<file path="src/rtl/uart_pkg.sv">
// Shared types and frame constants for the console UART receive path.
package uart_pkg;

   localparam int DATA_BITS = 8;
   localparam int STOP_BITS = 1;

   typedef enum logic [2:0] {
      ST_IDLE,
      ST_START,
      ST_DATA,
      ST_STOP,
      ST_BREAK
   } rx_state_t;

endpackage

</file>
<file path="src/rtl/sync_fifo.sv">
// Single-clock first-word-fall-through FIFO with a registered head output.
// Occupancy drives full/empty; pointers wrap naturally because DEPTH is a power of two.
module sync_fifo #(
   parameter int WIDTH = 8,
   parameter int DEPTH = 16
) (
   input  logic                       i_clk,
   input  logic                       i_rst,
   input  logic                       push,
   input  logic [WIDTH-1:0]           wdata,
   input  logic                       pop,
   output logic [WIDTH-1:0]           rdata,
   output logic                       full,
   output logic                       empty,
   output logic [$clog2(DEPTH+1)-1:0] count
);

   localparam int AW = (DEPTH > 1) ? $clog2(DEPTH) : 1;
   localparam int CW = $clog2(DEPTH+1);

   logic [WIDTH-1:0] mem [DEPTH];
   logic [AW-1:0]    wr_ptr;
   logic [AW-1:0]    rd_ptr;
   logic [AW-1:0]    rd_next;
   logic             do_push;
   logic             do_pop;
   logic             old_left;

   assign full    = (count == CW'(DEPTH));
   assign empty   = (count == '0);
   assign do_pop  = pop && !empty;
   assign do_push = push && (!full || do_pop);
   assign rd_next = do_pop ? rd_ptr + AW'(1) : rd_ptr;
   // True when an entry already stored becomes (or stays) the head after this edge.
   assign old_left = (count > CW'(1)) || ((count == CW'(1)) && !do_pop);

   always_ff @(posedge i_clk) begin
      if (do_push) begin
         mem[wr_ptr] <= wdata;
      end
   end

   always_ff @(posedge i_clk) begin
      if (i_rst) begin
         wr_ptr <= '0;
         rd_ptr <= '0;
         count  <= '0;
         rdata  <= '0;
      end else begin
         if (do_push) begin
            wr_ptr <= wr_ptr + AW'(1);
         end
         rd_ptr <= rd_next;
         case ({do_push, do_pop})
            2'b10:   count <= count + CW'(1);
            2'b01:   count <= count - CW'(1);
            default: count <= count;
         endcase
         if (old_left) begin
            rdata <= mem[rd_next];
         end else if (do_push) begin
            rdata <= wdata;
         end
      end
   end

endmodule

</file>
<file path="src/rtl/uart_receiver.sv">
// 8N1 console receiver: synchronizer, mid-bit sampling FSM and FWFT byte FIFO.
// Flags framing errors and bytes dropped on a full FIFO.
//
// state    | meaning
// ---------+-------------------------------------------------------------
// ST_IDLE  | line high, waiting for a falling start edge
// ST_START | counting to mid start bit; high there means a glitch
// ST_DATA  | sampling 8 data bits LSB first, one per bit period
// ST_STOP  | sampling stop bit; high pushes the byte, low is a frame error
// ST_BREAK | line held low after a frame error, waiting for it to release
module uart_receiver
   import uart_pkg::*;
#(
   parameter int CLKS_PER_BIT = 347,
   parameter int FIFO_DEPTH   = 16
) (
   input  logic                            i_clk,
   input  logic                            i_rst,
   input  logic                            i_uart_rx,
   output logic [7:0]                      o_data,
   output logic                            o_valid,
   input  logic                            i_ready,
   output logic                            o_frame_err,
   output logic                            o_overrun,
   output logic [$clog2(FIFO_DEPTH+1)-1:0] o_count
);

   localparam int CNT_W = $clog2(CLKS_PER_BIT);
   localparam int IDX_W = $clog2(DATA_BITS);
   localparam logic [CNT_W-1:0] CNT_FULL = CNT_W'(CLKS_PER_BIT - 1);
   localparam logic [CNT_W-1:0] CNT_HALF = CNT_W'(CLKS_PER_BIT/2 - 1);

   rx_state_t            state;
   logic [CNT_W-1:0]     cnt;
   logic [IDX_W-1:0]     bit_idx;
   logic [DATA_BITS-1:0] shreg;
   logic                 rx_meta;
   logic                 rx_s;
   logic                 stop_ok;
   logic                 pop_req;
   logic                 fifo_full;
   logic                 fifo_empty;

   always_ff @(posedge i_clk) begin
      if (i_rst) begin
         rx_meta <= 1'b1;
         rx_s    <= 1'b1;
      end else begin
         rx_meta <= i_uart_rx;
         rx_s    <= rx_meta;
      end
   end

   // Push is taken combinationally so the byte lands on the stop-sample edge itself.
   assign stop_ok = (state == ST_STOP) && (cnt == '0) && rx_s;
   assign pop_req = i_ready && !fifo_empty;
   assign o_valid = !fifo_empty;

   always_ff @(posedge i_clk) begin
      if (i_rst) begin
         state       <= ST_IDLE;
         cnt         <= '0;
         bit_idx     <= '0;
         shreg       <= '0;
         o_frame_err <= 1'b0;
         o_overrun   <= 1'b0;
      end else begin
         o_frame_err <= 1'b0;
         o_overrun   <= stop_ok && fifo_full && !pop_req;
         case (state)
            ST_IDLE: begin
               if (!rx_s) begin
                  cnt   <= CNT_HALF;
                  state <= ST_START;
               end
            end
            ST_START: begin
               if (cnt == '0) begin
                  if (rx_s) begin
                     state <= ST_IDLE;
                  end else begin
                     cnt     <= CNT_FULL;
                     bit_idx <= '0;
                     state   <= ST_DATA;
                  end
               end else begin
                  cnt <= cnt - CNT_W'(1);
               end
            end
            ST_DATA: begin
               if (cnt == '0) begin
                  shreg[bit_idx] <= rx_s;
                  cnt            <= CNT_FULL;
                  if (bit_idx == IDX_W'(DATA_BITS - 1)) begin
                     state <= ST_STOP;
                  end else begin
                     bit_idx <= bit_idx + IDX_W'(1);
                  end
               end else begin
                  cnt <= cnt - CNT_W'(1);
               end
            end
            ST_STOP: begin
               if (cnt == '0) begin
                  if (rx_s) begin
                     state <= ST_IDLE;
                  end else begin
                     o_frame_err <= 1'b1;
                     state       <= ST_BREAK;
                  end
               end else begin
                  cnt <= cnt - CNT_W'(1);
               end
            end
            ST_BREAK: begin
               if (rx_s) begin
                  state <= ST_IDLE;
               end
            end
            default: state <= ST_IDLE;
         endcase
      end
   end

   sync_fifo #(
      .WIDTH (DATA_BITS),
      .DEPTH (FIFO_DEPTH)
   ) u_fifo (
      .i_clk (i_clk),
      .i_rst (i_rst),
      .push  (stop_ok),
      .wdata (shreg),
      .pop   (pop_req),
      .rdata (o_data),
      .full  (fifo_full),
      .empty (fifo_empty),
      .count (o_count)
   );

endmodule

</file>
<file path="config.mk">
export PLATFORM = sky130hd
export DESIGN_NAME = uart_receiver
export DESIGN_NICKNAME = d
export VERILOG_FILES = /design/src/rtl/uart_pkg.sv /design/src/rtl/sync_fifo.sv /design/src/rtl/uart_receiver.sv
export SDC_FILE = /design/constraint.sdc
export NUM_CORES = 1
export LEC_CHECK = 0
export CAP_MARGIN = 0
export CORE_MARGIN = 2
export CORE_UTILIZATION = 55
export CTS_BUF_LIST = sky130_fd_sc_hd__clkbuf_2
export DETAILED_ROUTE_END_ITERATION = 8
export PLACE_DENSITY = 0.72
export SLEW_MARGIN = 30
export SYNTH_ARGS = -nofsm -noshare
export SYNTH_HDL_FRONTEND = slang
export SYNTH_SLANG_ARGS = --single-unit
</file>
<file path="constraint.sdc">
create_clock -name i_clk -period 8 [get_ports i_clk]
set_clock_uncertainty 0.2 [all_clocks]
set_input_delay 2.4 -clock i_clk [delete_from_list [all_inputs] [get_ports i_clk]]
set_output_delay 2.4 -clock i_clk [all_outputs]
set_load 0.02 [all_outputs]
</file>
## Word-level counts from Yosys, hierarchy flattened

Memory sizes are Yosys's and may differ from the RTL's.
Index checks and enable logic that the tools add are counted.

| operators by class | value |
|---|---|
| divide/modulo/power cells | 0 |
| eq/ne operators | 19 |
| magnitude comparators | 3 |
| bitwise gates (word level) | 2 |
| shift operators | 0 |
| mux-type cells | 30 |
| reductions and logical operators | 27 |
| multipliers | 0 |
| add/subtract/negate cells | 6 |

Operator list:

| cell | number |
|---|---|
| 9-bit 2-to-1 mux | 5 |
| 9-bit one-hot mux with 4 select lines | 1 |
| 3-bit 2-to-1 mux | 11 |
| 8-bit 2-to-1 mux | 2 |
| 2-bit inequality test (second input constant) | 8 |
| 3-bit one-hot mux with 5 select lines | 1 |
| 5-bit one-hot mux with 2 select lines | 1 |
| 1-bit logical AND | 9 |
| 9-bit zero test | 1 |
| 9-bit by 1-bit subtractor with 9-bit output (second input constant) | 1 |
| 4-bit by 1-bit adder with 4-bit output (second input constant) | 2 |
| 8-bit bitwise mux | 1 |
| 3-bit by 2-bit equality test with 1-bit output (second input constant) | 2 |
| 3-bit equality test (second input constant) | 2 |
| 3-bit one-hot mux with 2 select lines | 1 |
| 6-bit AND reduction | 1 |
| 2-bit nonzero test | 3 |
| 5-bit by 1-bit adder with 5-bit output (second input constant) | 1 |
| 5-bit by 1-bit equality test with 1-bit output (second input constant) | 1 |
| 5-bit equality test (second input constant) | 1 |
| 5-bit by 1-bit > comparator with 1-bit output (second input constant) | 1 |
| 5-bit zero test | 1 |
| 5-bit AND reduction | 1 |
| 5-bit by 1-bit subtractor with 5-bit output (second input constant) | 1 |
| other kinds (20) | 28 |

| word-level totals | value |
|---|---|
| bits in writable memories | 128 |
| register bits | 48 |
| memory bits (read-only) | 0 |
| memories kept | 1 |
| logic and storage cells | 100 |
| input bits | 4 |
| latch bits | 0 |

Memories:

| memory | words | bits a word | rd ports | clocked after Yosys merged registers in | write ports | RTL line | text |
|---|---|---|---|---|---|---|---|
| u_fifo.mem | 16 | 8 | 1 | 0 | 1 | sync_fifo.sv:21 | `logic [WIDTH-1:0] mem [DEPTH];` |

## Logic depth before layout (Yosys ltp)

Gate-level depths: netlist (run 1).

| depth | value |
|---|---|
| word-level depth | 8 |
| depth in mapped cells | 14 |

## By module

From an unflattened synthesis (run 1), not the netlist that was laid out.

| second synthesis, totals | value |
|---|---|
| cell total of the unflattened synthesis | 709 |
| area, all modules | 8718.4 um2 |

By module, submodules not included:

| module | area each (um2) | cells each | sequential area each (um2) | instances |
|---|---|---|---|---|
| sync_fifo | 7154.4 | 522 | 4264.1 | 1 |
| uart_receiver | 1564.0 | 187 | 540.5 | 1 |

## Worst setup path before layout (run 1)

No wires, ideal clock.

| path | value |
|---|---|
| path type | input port to flip-flop |
| start | in i_ready |
| end | reg u_fifo.count[3] |
| required time | 7.730 ns |
| setup time | 0.070 ns |
| path buffers | 2 |
| arrival | 4.068 ns |
| path slack | 3.662 ns |
| stages | 10 |
| path through | nand4b_1 -> and4_1 -> buf_4 -> buf_8 -> inv_1 -> ha_1 -> nor4b_1 -> a31oi_1 -> or3_1 -> a21oi_1 |

| between the ends | value |
|---|---|
| longest elaborated chain between the ends | 6 |
| elaborated cells on any way between the ends | 8 |
| classes of those cells | 2 x eq/ne; 1 x mux; 5 x reduce/logical |

Ends and longest elaborated chain:

| what | RTL line | text |
|---|---|---|
| start, declared | uart_receiver.sv:22 | `input logic i_ready,` |
| 1-bit logical AND (*) | uart_receiver.sv:56 | `assign pop_req = i_ready && !fifo_empty;` |
| 1-bit logical AND (*) | sync_fifo.sv:31 | `assign do_pop = pop && !empty;` |
| 1-bit logical OR | sync_fifo.sv:32 | `assign do_push = push && (!full \|\| do_pop);` |
| 1-bit logical AND | sync_fifo.sv:32 |  |
| 2-bit by 1-bit equality test with 1-bit output or 2-bit equality test (tied branches) | sync_fifo.sv:54 | `case ({do_push, do_pop})` |
| 5-bit one-hot mux with 2 select lines or 2-bit nonzero test (tied branches) | n/a |  |
| end signal, assigned | sync_fifo.sv:55 | `2'b10: count <= count + CW'(1);` |
| end signal, assigned | sync_fifo.sv:56 | `2'b01: count <= count - CW'(1);` |
| end signal, assigned | sync_fifo.sv:57 | `default: count <= count;` |
| end, declared | sync_fifo.sv:15 | `output logic [$clog2(DEPTH+1)-1:0] count` |

Mark *: on every way between the ends. The rest lies on a longest branch, timed or not.
A chain may end at the register's enable or synchronous reset.

## Worst setup path in the final report (run 1)

| path | value |
|---|---|
| start | reg u_fifo.count[0] |
| end | out o_valid |

| between the ends | value |
|---|---|
| longest elaborated chain between the ends | 2 |

Ends and longest elaborated chain:

| what | RTL line | text |
|---|---|---|
| 5-bit zero test | sync_fifo.sv:30 | `assign empty = (count == '0);` |
| 1-bit zero test | uart_receiver.sv:57 | `assign o_valid = !fifo_empty;` |
| end, declared | uart_receiver.sv:21 | `output logic o_valid,` |

No other way between the ends.

==> insert_results.sql, run 1 <==
INSERT INTO impl_metrics (metric_group, metric, value, unit) VALUES
('sta', 'max_slew_violation_count', '0', ''),
('clock_network', 'ctsHoldBuffers', '0', ''),
('sta', 'worst_slack', '2832', 'ps'),
('setup_path', 'timing.critical_path.to_type', 'output pin', ''),
('detailed_routing', 'routed_wirelength', '19490', 'um'),
('clock_network', 'post_cts_resized', '0', ''),
('synth', 'yosys_warning_count', '0', ''),
('min_path', 'worstHoldStart', 'rx_meta$_SDFF_PP1_', ''),
('setup_path', 'timing.critical_path.from', 'u_fifo.count[0]$_SDFFE_PP0P_', ''),
('setup_path', 'cp_slowest_stage_delay', '630', 'ps'),
('clock_network', 'clock_edge_transition_at_the_registers_on_the_reported_setup_and_hold_paths', '230', 'ps'),
('floorplanning', 'initial_standard_cell_utilization_of_the_core', '56.30', '%'),
('detailed_routing', 'detail_route.wl_per_cell', '23.21', 'um'),
('clock_network', 'clock_sink_total', '176', ''),
('pwr', 'internal-power', '0.001492', 'W'),
('setup_path', 'crit_path_max_fanout', '9', ''),
('floorplanning', 'core_area', '0.01520', 'mm^2'),
('sta', 'setup-tns-final', '0', 'ps'),
('synth', 'synth_flop_cell', 'sky130_fd_sc_hd__edfxtp_1', ''),
('synth', 'postSynthAreaPerCell', '13.46', 'um^2'),
('grt', 'overflow', '0', ''),
('layout', 'share_of_cells_above_drive_strength_1', '17.97', '%'),
('clock_network', 'cts_tree', 'built', ''),
('min_path', 'min_path_type', 'flip-flop to flip-flop', ''),
('layout', 'finish.net_count', '656', ''),
('pwr', 'switching_share', '33.80', '%'),
('setup_path', 'cp_data_arrival_time', '2570', 'ps'),
('setup_path', 'critical_path.n_buffers_inverters', '3', ''),
('setup_path', 'timing.reg2reg.worst_path_depth', '5', ''),
('pwr', 'power-per-cell-area', '246.8', 'mW/mm^2'),
('clock_network', 'cts_buffers', '17', ''),
('sta', 'slew-limit-headroom', '39.62', '%'),
('grt', 'first_pass_grt_wire_length', '30950', 'um'),
('pwr', 'power.switching', '0.0007618', 'W'),
('floorplanning', 'io-pin-count', '20', ''),
('pwr', 'pwr-share-comb', '33.5', '%'),
('synth', 'synth_nets', '654', ''),
('sta', 'grt_setup_unrepaired', 'false', ''),
('job', 'max_cap_viol_count', '0', ''),
('clock_network', 'htree_levels', '4', ''),
('placement', 'buffers_on_ports', '19', ''),
('synth', 'seq_area_frac_synth', '56.14', '%'),
('setup_path', 'timing.reg2reg.setup_slack', '4190', 'ps'),
('synth', 'synth-edff-count', '128', ''),
('detailed_routing', 'detailroute.via_count', '5672', ''),
('pwr', 'vdd.ir_drop.worst', '183.1', 'uV'),
('setup_path', 'required', '5400', 'ps'),
('sta', 'number_of_hold_violations_in_the_final_report', '0', ''),
('detailed_routing', 'vias_per_inst', '6.752', ''),
('synth', 'synth.cell_area', '0.008558', 'mm^2'),
('detailed_routing', 'detailed_routing_iterations_pass_1', '5', ''),
('setup_path', 'r2r_start', 'cnt[4]$_SDFFE_PP0P_', ''),
('placement', 'detailedPlacementHpwl', '12570', 'um'),
('clock_network', 'clk_root_buffer_cell', 'sky130_fd_sc_hd__clkbuf_2', ''),
('synth', 'synth_async_sr_flop_share', '0', '%'),
('placement', 'gp_routability_congestion', '0.8738', ''),
('min_path', 'hold-path-cell-count', '1', ''),
('floorplanning', 'die-height', '128.7', 'um'),
('clock_network', 'insertion_delay', '770', 'ps'),
('sta', 'min_period_over_period', '64.60', '%'),
('floorplanning', 'dieArea', '0.01657', 'mm^2'),
('grt', 'grt_max_degree', '45', ''),
('synth', 'netlist_cell_types', '65', ''),
('clock_network', 'cts_buffer_depth', '2', ''),
('detailed_routing', 'post-route-drc-count', '0', ''),
('min_path', 'timing.hold.worst_endpoint', 'rx_s$_SDFF_PP1_', ''),
('floorplanning', 'fp.dieW', '128.7', 'um'),
('run_status', 'run_status', 'finished clean', ''),
('placement', 'pre_cts_ws', '2040', 'ps'),
('setup_path', 'worstReg2RegEnd', 'u_fifo.mem[7][2]$_DFFE_PP_', ''),
('layout', 'final_core_utilization', '60.08', '%');
==> area by class of cell <==
class,count,area [um^2]
Clock buffer,18,90.09
Inverter,10,37.54
Fill cell,1156,6068
Sequential cell,176,4810
Timing Repair Buffer,26,262.8
Tap cell,188,235.2
Multi-Input combinational cell,407,3531
Clock inverter,14,165.2
Antenna cell,1,2.502
==> per-layer routing <==
metal	wire [um]	vias up	GRT usage, %	share of wire (%)
li1	-	2499	-	-
met1	8300	2874	36.28	43
met2	9093	261	37.57	47
met3	1648	38	6.112	8.5
met4	451	0	7.928	2.3
met5	0	-	0	0
==> flip-flops by register name (all words and copies together) (netlist names) <==
register       count
u_fifo.wr_ptr      4
u_fifo.rd_ptr      4
rx_meta            1
u_fifo.mem       128
rx_s               1
o_overrun          1
u_fifo.count       5
cnt                9
bit_idx            3
state              3
o_frame_err        1
u_fifo.rdata       8
shreg              8
==> power groups by stage <==
stage	sequential (W)	combinational, W	clock (W)
floorplan	0.00103	0.000547	0
global placement	0.00103	0.000713	0
detailed placement	0.00103	0.000740	0
CTS	0.00101	0.000745	0.000498
global route	0.00101	0.000813	0.000532
finish	0.00101	0.000755	0.000490
==> cell usage in the layout, fill, tap and decap left out, types with 9 or more instances in the layout <==
cell type / count
sky130_fd_sc_hd__edfxtp_1: 128
sky130_fd_sc_hd__nor2_1: 90
sky130_fd_sc_hd__mux4_2: 58
sky130_fd_sc_hd__dfxtp_1: 46
sky130_fd_sc_hd__nand2_1: 27
sky130_fd_sc_hd__mux2i_1: 25
sky130_fd_sc_hd__a21oi_1: 24
sky130_fd_sc_hd__o22ai_1: 22
sky130_fd_sc_hd__clkdlybuf4s50_1: 19
sky130_fd_sc_hd__clkbuf_2: 18
sky130_fd_sc_hd__nand3_1: 16
sky130_fd_sc_hd__o21ai_0: 15
sky130_fd_sc_hd__ha_1: 14
sky130_fd_sc_hd__nor3_1: 10
sky130_fd_sc_hd__inv_1: 9
sky130_fd_sc_hd__a31oi_1: 9
==> metrics by stage <==
stage,instance area [um^2],total power (W),cells,hold slack [ps]
3_3_place_gp,8833,0.001742,806,196.0
3_5_place_dp,8861,0.001769,807,209.6
6_report,9134,0.002254,840,250.9
5_1_grt,9134,0.002357,840,275.5
4_1_cts,9116,0.002252,839,259.7
2_1_floorplan,8558,0.001580,636,189.5
==> logic make-up (layout without fill, tap and decap cells) <==
group,count (synthesis),count (layout),synth area share (%)
and+or+nand+nor,192,192,11.23
DFF,176,176,56.14
AOI/OAI and AO/OA,107,107,8.494
muxes,83,83,18.19
buffers and inverters,53,68,2.778
adders and majority gates,14,14,2.047
xor gates and xnor gates,11,11,1.126
other,0,1,0
==> synth_stat cells, drive strengths merged, types with 4 or more instances <==
master	count	share of area, %
xnor2	4	0.41
inv	10	0.44
nor2	90	3.9
edfxtp	128	45
nand3	16	0.94
mux2i	25	2.9
a211oi	4	0.35
buf	25	1.5
o22ai	23	1.8
a21oi	24	1.4
or3	4	0.29
a31oi	9	0.66
mux4	58	15
dfxtp	48	11
xor2	7	0.72
clkbuf	18	0.79
ha	14	2.0
a32oi	5	0.51
nor3b	5	0.44
nand3b	4	0.35
nor3	14	0.88
nand2	30	1.4
o21ai	15	0.88
a221o	7	0.82
==> worst max-delay path by stage <==
stage                                        end  slack (ps)  cells after the start
finish                                   o_valid        2830                      5
global route                             o_valid        2670                      5
CTS                                      o_valid        2790                      5
detailed placement    u_fifo.mem[3][4]$_DFFE_PP_        2040                      5
global placement      u_fifo.mem[3][4]$_DFFE_PP_        2270                      5
floorplan           u_fifo.count[3]$_SDFFE_PP0P_        3660                     10
No activity file was read; power rests on OpenSTA's default activity.
==> inputs of run 2 (changes only) <==
PLACE_DENSITY = 0.75   (was 0.72)
clock period = 4.3 ns   (was 8 ns; I/O delays follow)
==> run 2 against run 1 <==
Final cell count up 2.3%. Utilization up 0.81 points. Non-clock buffer count grew 19. Routed wire length grew 1.0%. Total power up 86%. Setup slack got worse by 2300 ps. Clock power is 88% higher. Largest cell class unchanged. Flip-flop and latch count did not move. Global-route usage increased by 0.48 points. Register-to-register slack worse by 3000 ps. First-iteration DRC count increased by 4.4%. Die area stayed put. Largest power group unchanged.
==> insert_results.sql, run 2 (synthesis results as in run 1) <==
INSERT INTO impl_metrics (metric_group, metric, value, unit) VALUES
('run_status', 'run_status', 'finished clean', ''),
('floorplanning', 'dieArea', '0.01657', 'mm^2'),
('sta', 'timing.final.setup_violations', '0', ''),
('sta', 'max_slew_violation_count', '0', ''),
('detailed_routing', 'vias_per_inst', '6.567', ''),
('setup_path', 'crit_path_end', 'o_valid', ''),
('clock_network', 'htree_levels', '4', ''),
('setup_path', 'critical_path.cell_chain', 'inv_1, ha_1, nor4b_4, inv_2, dlymetal6s2s_1', ''),
('setup_path', 'timing.critical_path.from', 'u_fifo.count[1]$_SDFFE_PP0P_', ''),
('sta', 'min_period_over_period', '87.96', '%'),
('setup_path', 'worstReg2RegEnd', 'u_fifo.rdata[3]$_SDFFE_PP0P_', ''),
('sta', 'number_of_hold_violations_in_the_final_report', '0', ''),
('setup_path', 'crit_path_max_fanout', '9', ''),
('sta', 'peak_clock_frequency_supported_by_timing', '0.2644', 'GHz'),
('setup_path', 'required', '2810', 'ps'),
('placement', 'buffers_on_ports', '19', ''),
('sta', 'final.min_clock_period', '3782', 'ps'),
('grt', 'overflow', '0', ''),
('detailed_routing', 'detailed_routing_iterations_pass_1', '5', ''),
('clock_network', 'cts_tree', 'built', ''),
('sta', 'grt_setup_unrepaired', 'false', ''),
('placement', 'gp_routability_congestion', '0.9158', ''),
('grt', 'first_pass_grt_wire_length', '31380', 'um'),
('layout', 'finish.net_count', '675', ''),
('floorplanning', 'initial_standard_cell_utilization_of_the_core', '56.30', '%'),
('min_path', 'min_path_type', 'flip-flop to flip-flop', ''),
('job', 'max_cap_viol_count', '0', ''),
('setup_path', 'r2r_start', 'u_fifo.rd_ptr[3]$_SDFF_PP0_', ''),
('sta', 'setup-tns-final', '0', 'ps'),
('layout', 'final_cell_mix', '128 x sky130_fd_sc_hd__edfxtp_1, 90 x sky130_fd_sc_hd__nor2_1, 58 x sky130_fd_sc_hd__mux4_2', ''),
('floorplanning', 'io-pin-count', '20', ''),
('detailed_routing', 'detail_route.wl_per_cell', '22.93', 'um'),
('layout', 'mostFrequentLayoutCell', 'sky130_fd_sc_hd__edfxtp_1', ''),
('grt', 'grt_max_degree', '54', ''),
('grt', 'grt_antenna_before_repair', '1', ''),
('pwr', 'p_leak', '3.012', 'nW'),
('clock_network', 'clk_root_buffer_cell', 'sky130_fd_sc_hd__clkbuf_2', ''),
('pwr', 'power-per-cell-area', '453.7', 'mW/mm^2'),
('setup_path', 'timing.reg2reg.setup_slack', '1230', 'ps'),
('floorplanning', 'floorplan.rows', '45', ''),
('clock_network', 'cts_buffer_depth', '2', ''),
('setup_path', 'crit_family', 'buffers and inverters', ''),
('floorplanning', 'core_area', '0.01520', 'mm^2'),
('detailed_routing', 'detailroute.via_count', '5641', ''),
('clock_network', 'insertion_delay', '730', 'ps'),
('setup_path', 'cp-start-kind', 'flip-flop', ''),
('layout', 'largestRegisters', 'u_fifo.mem: 128 flops, cnt: 9 flops', ''),
('layout', 'final.fill_count', '1192', ''),
('layout', 'final_core_utilization', '60.89', '%'),
('layout', 'top_register', 'u_fifo.mem', ''),
('detailed_routing', 'drtAntennaViolNets', '0', ''),
('clock_network', 'clock_sink_total', '176', ''),
('sta', 'timing_worst_slew_pin_value', '894.9', 'ps'),
('placement', 'post_dp_cell_area', '0.008984', 'mm^2'),
('setup_path', 'timing.critical_path.to_type', 'output pin', ''),
('layout', 'post-route-cell-area', '0.009256', 'mm^2'),
('grt', 'global_route.usage.total', '25.43', '%'),
('detailed_routing', 'routed_wirelength', '19700', 'um'),
('clock_network', 'post-cts-setup-buffers', '0', ''),
('detailed_routing', 'post-route-drc-count', '0', ''),
('setup_path', 'worst_path_slowest_cell', 'sky130_fd_sc_hd__dfxtp_1', ''),
('sta', 'slew-limit-headroom', '40.26', '%'),
('setup_path', 'cp_slowest_stage_delay', '420', 'ps'),
('setup_path', 'cp.depth', '5', ''),
('grt', 'first_global_vias', '5619', ''),
('clock_network', 'cts_buffers', '17', ''),
('layout', 'largest_reg_flops', '128', ''),
('placement', 'detailedPlacementHpwl', '12800', 'um'),
('floorplanning', 'die-height', '128.7', 'um'),
('floorplanning', 'fp.dieW', '128.7', 'um'),
('pwr', 'vdd.ir_drop.worst', '263.7', 'uV'),
('layout', 'synthToLayoutAreaGrowth', '8.158', '%'),
('setup_path', 'cp_data_arrival_time', '2290', 'ps'),
('detailed_routing', 'drtIter0Drc', '664', ''),
('setup_path', 'timing.reg2reg.worst_path_depth', '6', ''),
('clock_network', 'clock_edge_transition_at_the_registers_on_the_reported_setup_and_hold_paths', '220', 'ps'),
('setup_path', 'worst-setup-path-type', 'flip-flop to output pin', ''),
('setup_path', 'critical_path.n_buffers_inverters', '3', ''),
('layout', 'share_of_cells_above_drive_strength_1', '20.15', '%');
## run 2: metal layers
layer	wire length [um]	GRT usage [%]	vias up	part of all wire, %
met2	9616	40.87	244	49
li1	-	-	2539	-
met4	450	8.760	0	2.3
met5	0	0	-	0
met3	1419	5.114	31	7.2
met1	8210	35.10	2827	42
## run 2: where the power goes
part / switching, W / internal (W) / leakage [nW]
logic: 0.000759 / 0.000597 / 1.27
registers: 0.0000875 / 0.00184 / 1.58
clock network: 0.000537 / 0.000384 / 0.169
## run 2: stage by stage
step	hold slack [ps]	power (W)	setup WS, ps	std cells
detailed placement	205.4	0.003298	502.5	826
floorplan	189.5	0.002939	1072	636
CTS	251.9	0.004216	92.51	858
finish	247.8	0.004200	517.6	859
global placement	196.9	0.003265	599.2	826
global route	264.0	0.004406	338.7	859
## run 2: layout make-up
type                    count  area [um^2]  area share (%)
inverters                  10        37.54          0.4055
repair buffers             45        387.9           4.190
multi-input cells         407         3516           37.98
flip-flops and latches    176         4811           51.97
clock buffers              20        100.1           1.081
clock inverters            12        166.4           1.798
diodes                      1        2.502         0.02703
well taps                 188        235.2           2.541
## run 2: worst min-delay path by stage
| stage | end | cells after the start | from | slack, ps |
|---|---|---|---|---|
| after CTS | rx_s$_SDFF_PP1_ | 1 | rx_meta$_SDFF_PP1_ | 250 |
| after floorplan | rx_s$_SDFF_PP1_ | 1 | rx_meta$_SDFF_PP1_ | 190 |
| after global routing | rx_s$_SDFF_PP1_ | 1 | rx_meta$_SDFF_PP1_ | 260 |
| after detailed placement | rx_s$_SDFF_PP1_ | 1 | rx_meta$_SDFF_PP1_ | 210 |
| after global placement | rx_s$_SDFF_PP1_ | 1 | rx_meta$_SDFF_PP1_ | 200 |
| final | rx_s$_SDFF_PP1_ | 1 | rx_meta$_SDFF_PP1_ | 250 |
## run 2: repair_timing
action,CTS,global route
setup endpoints to repair,0,1
hold buffers,0,0
resized for setup,0,2
## run 2: worst reg2reg max path: cells and delay by family, from the launching register on
| family | cells | cell delay, ps |
|---|---|---|
| AOI/OAI and AO/OA | 4 | 1380 |
| DFF | 1 | 950 |
| and+or+nand+nor | 2 | 480 |
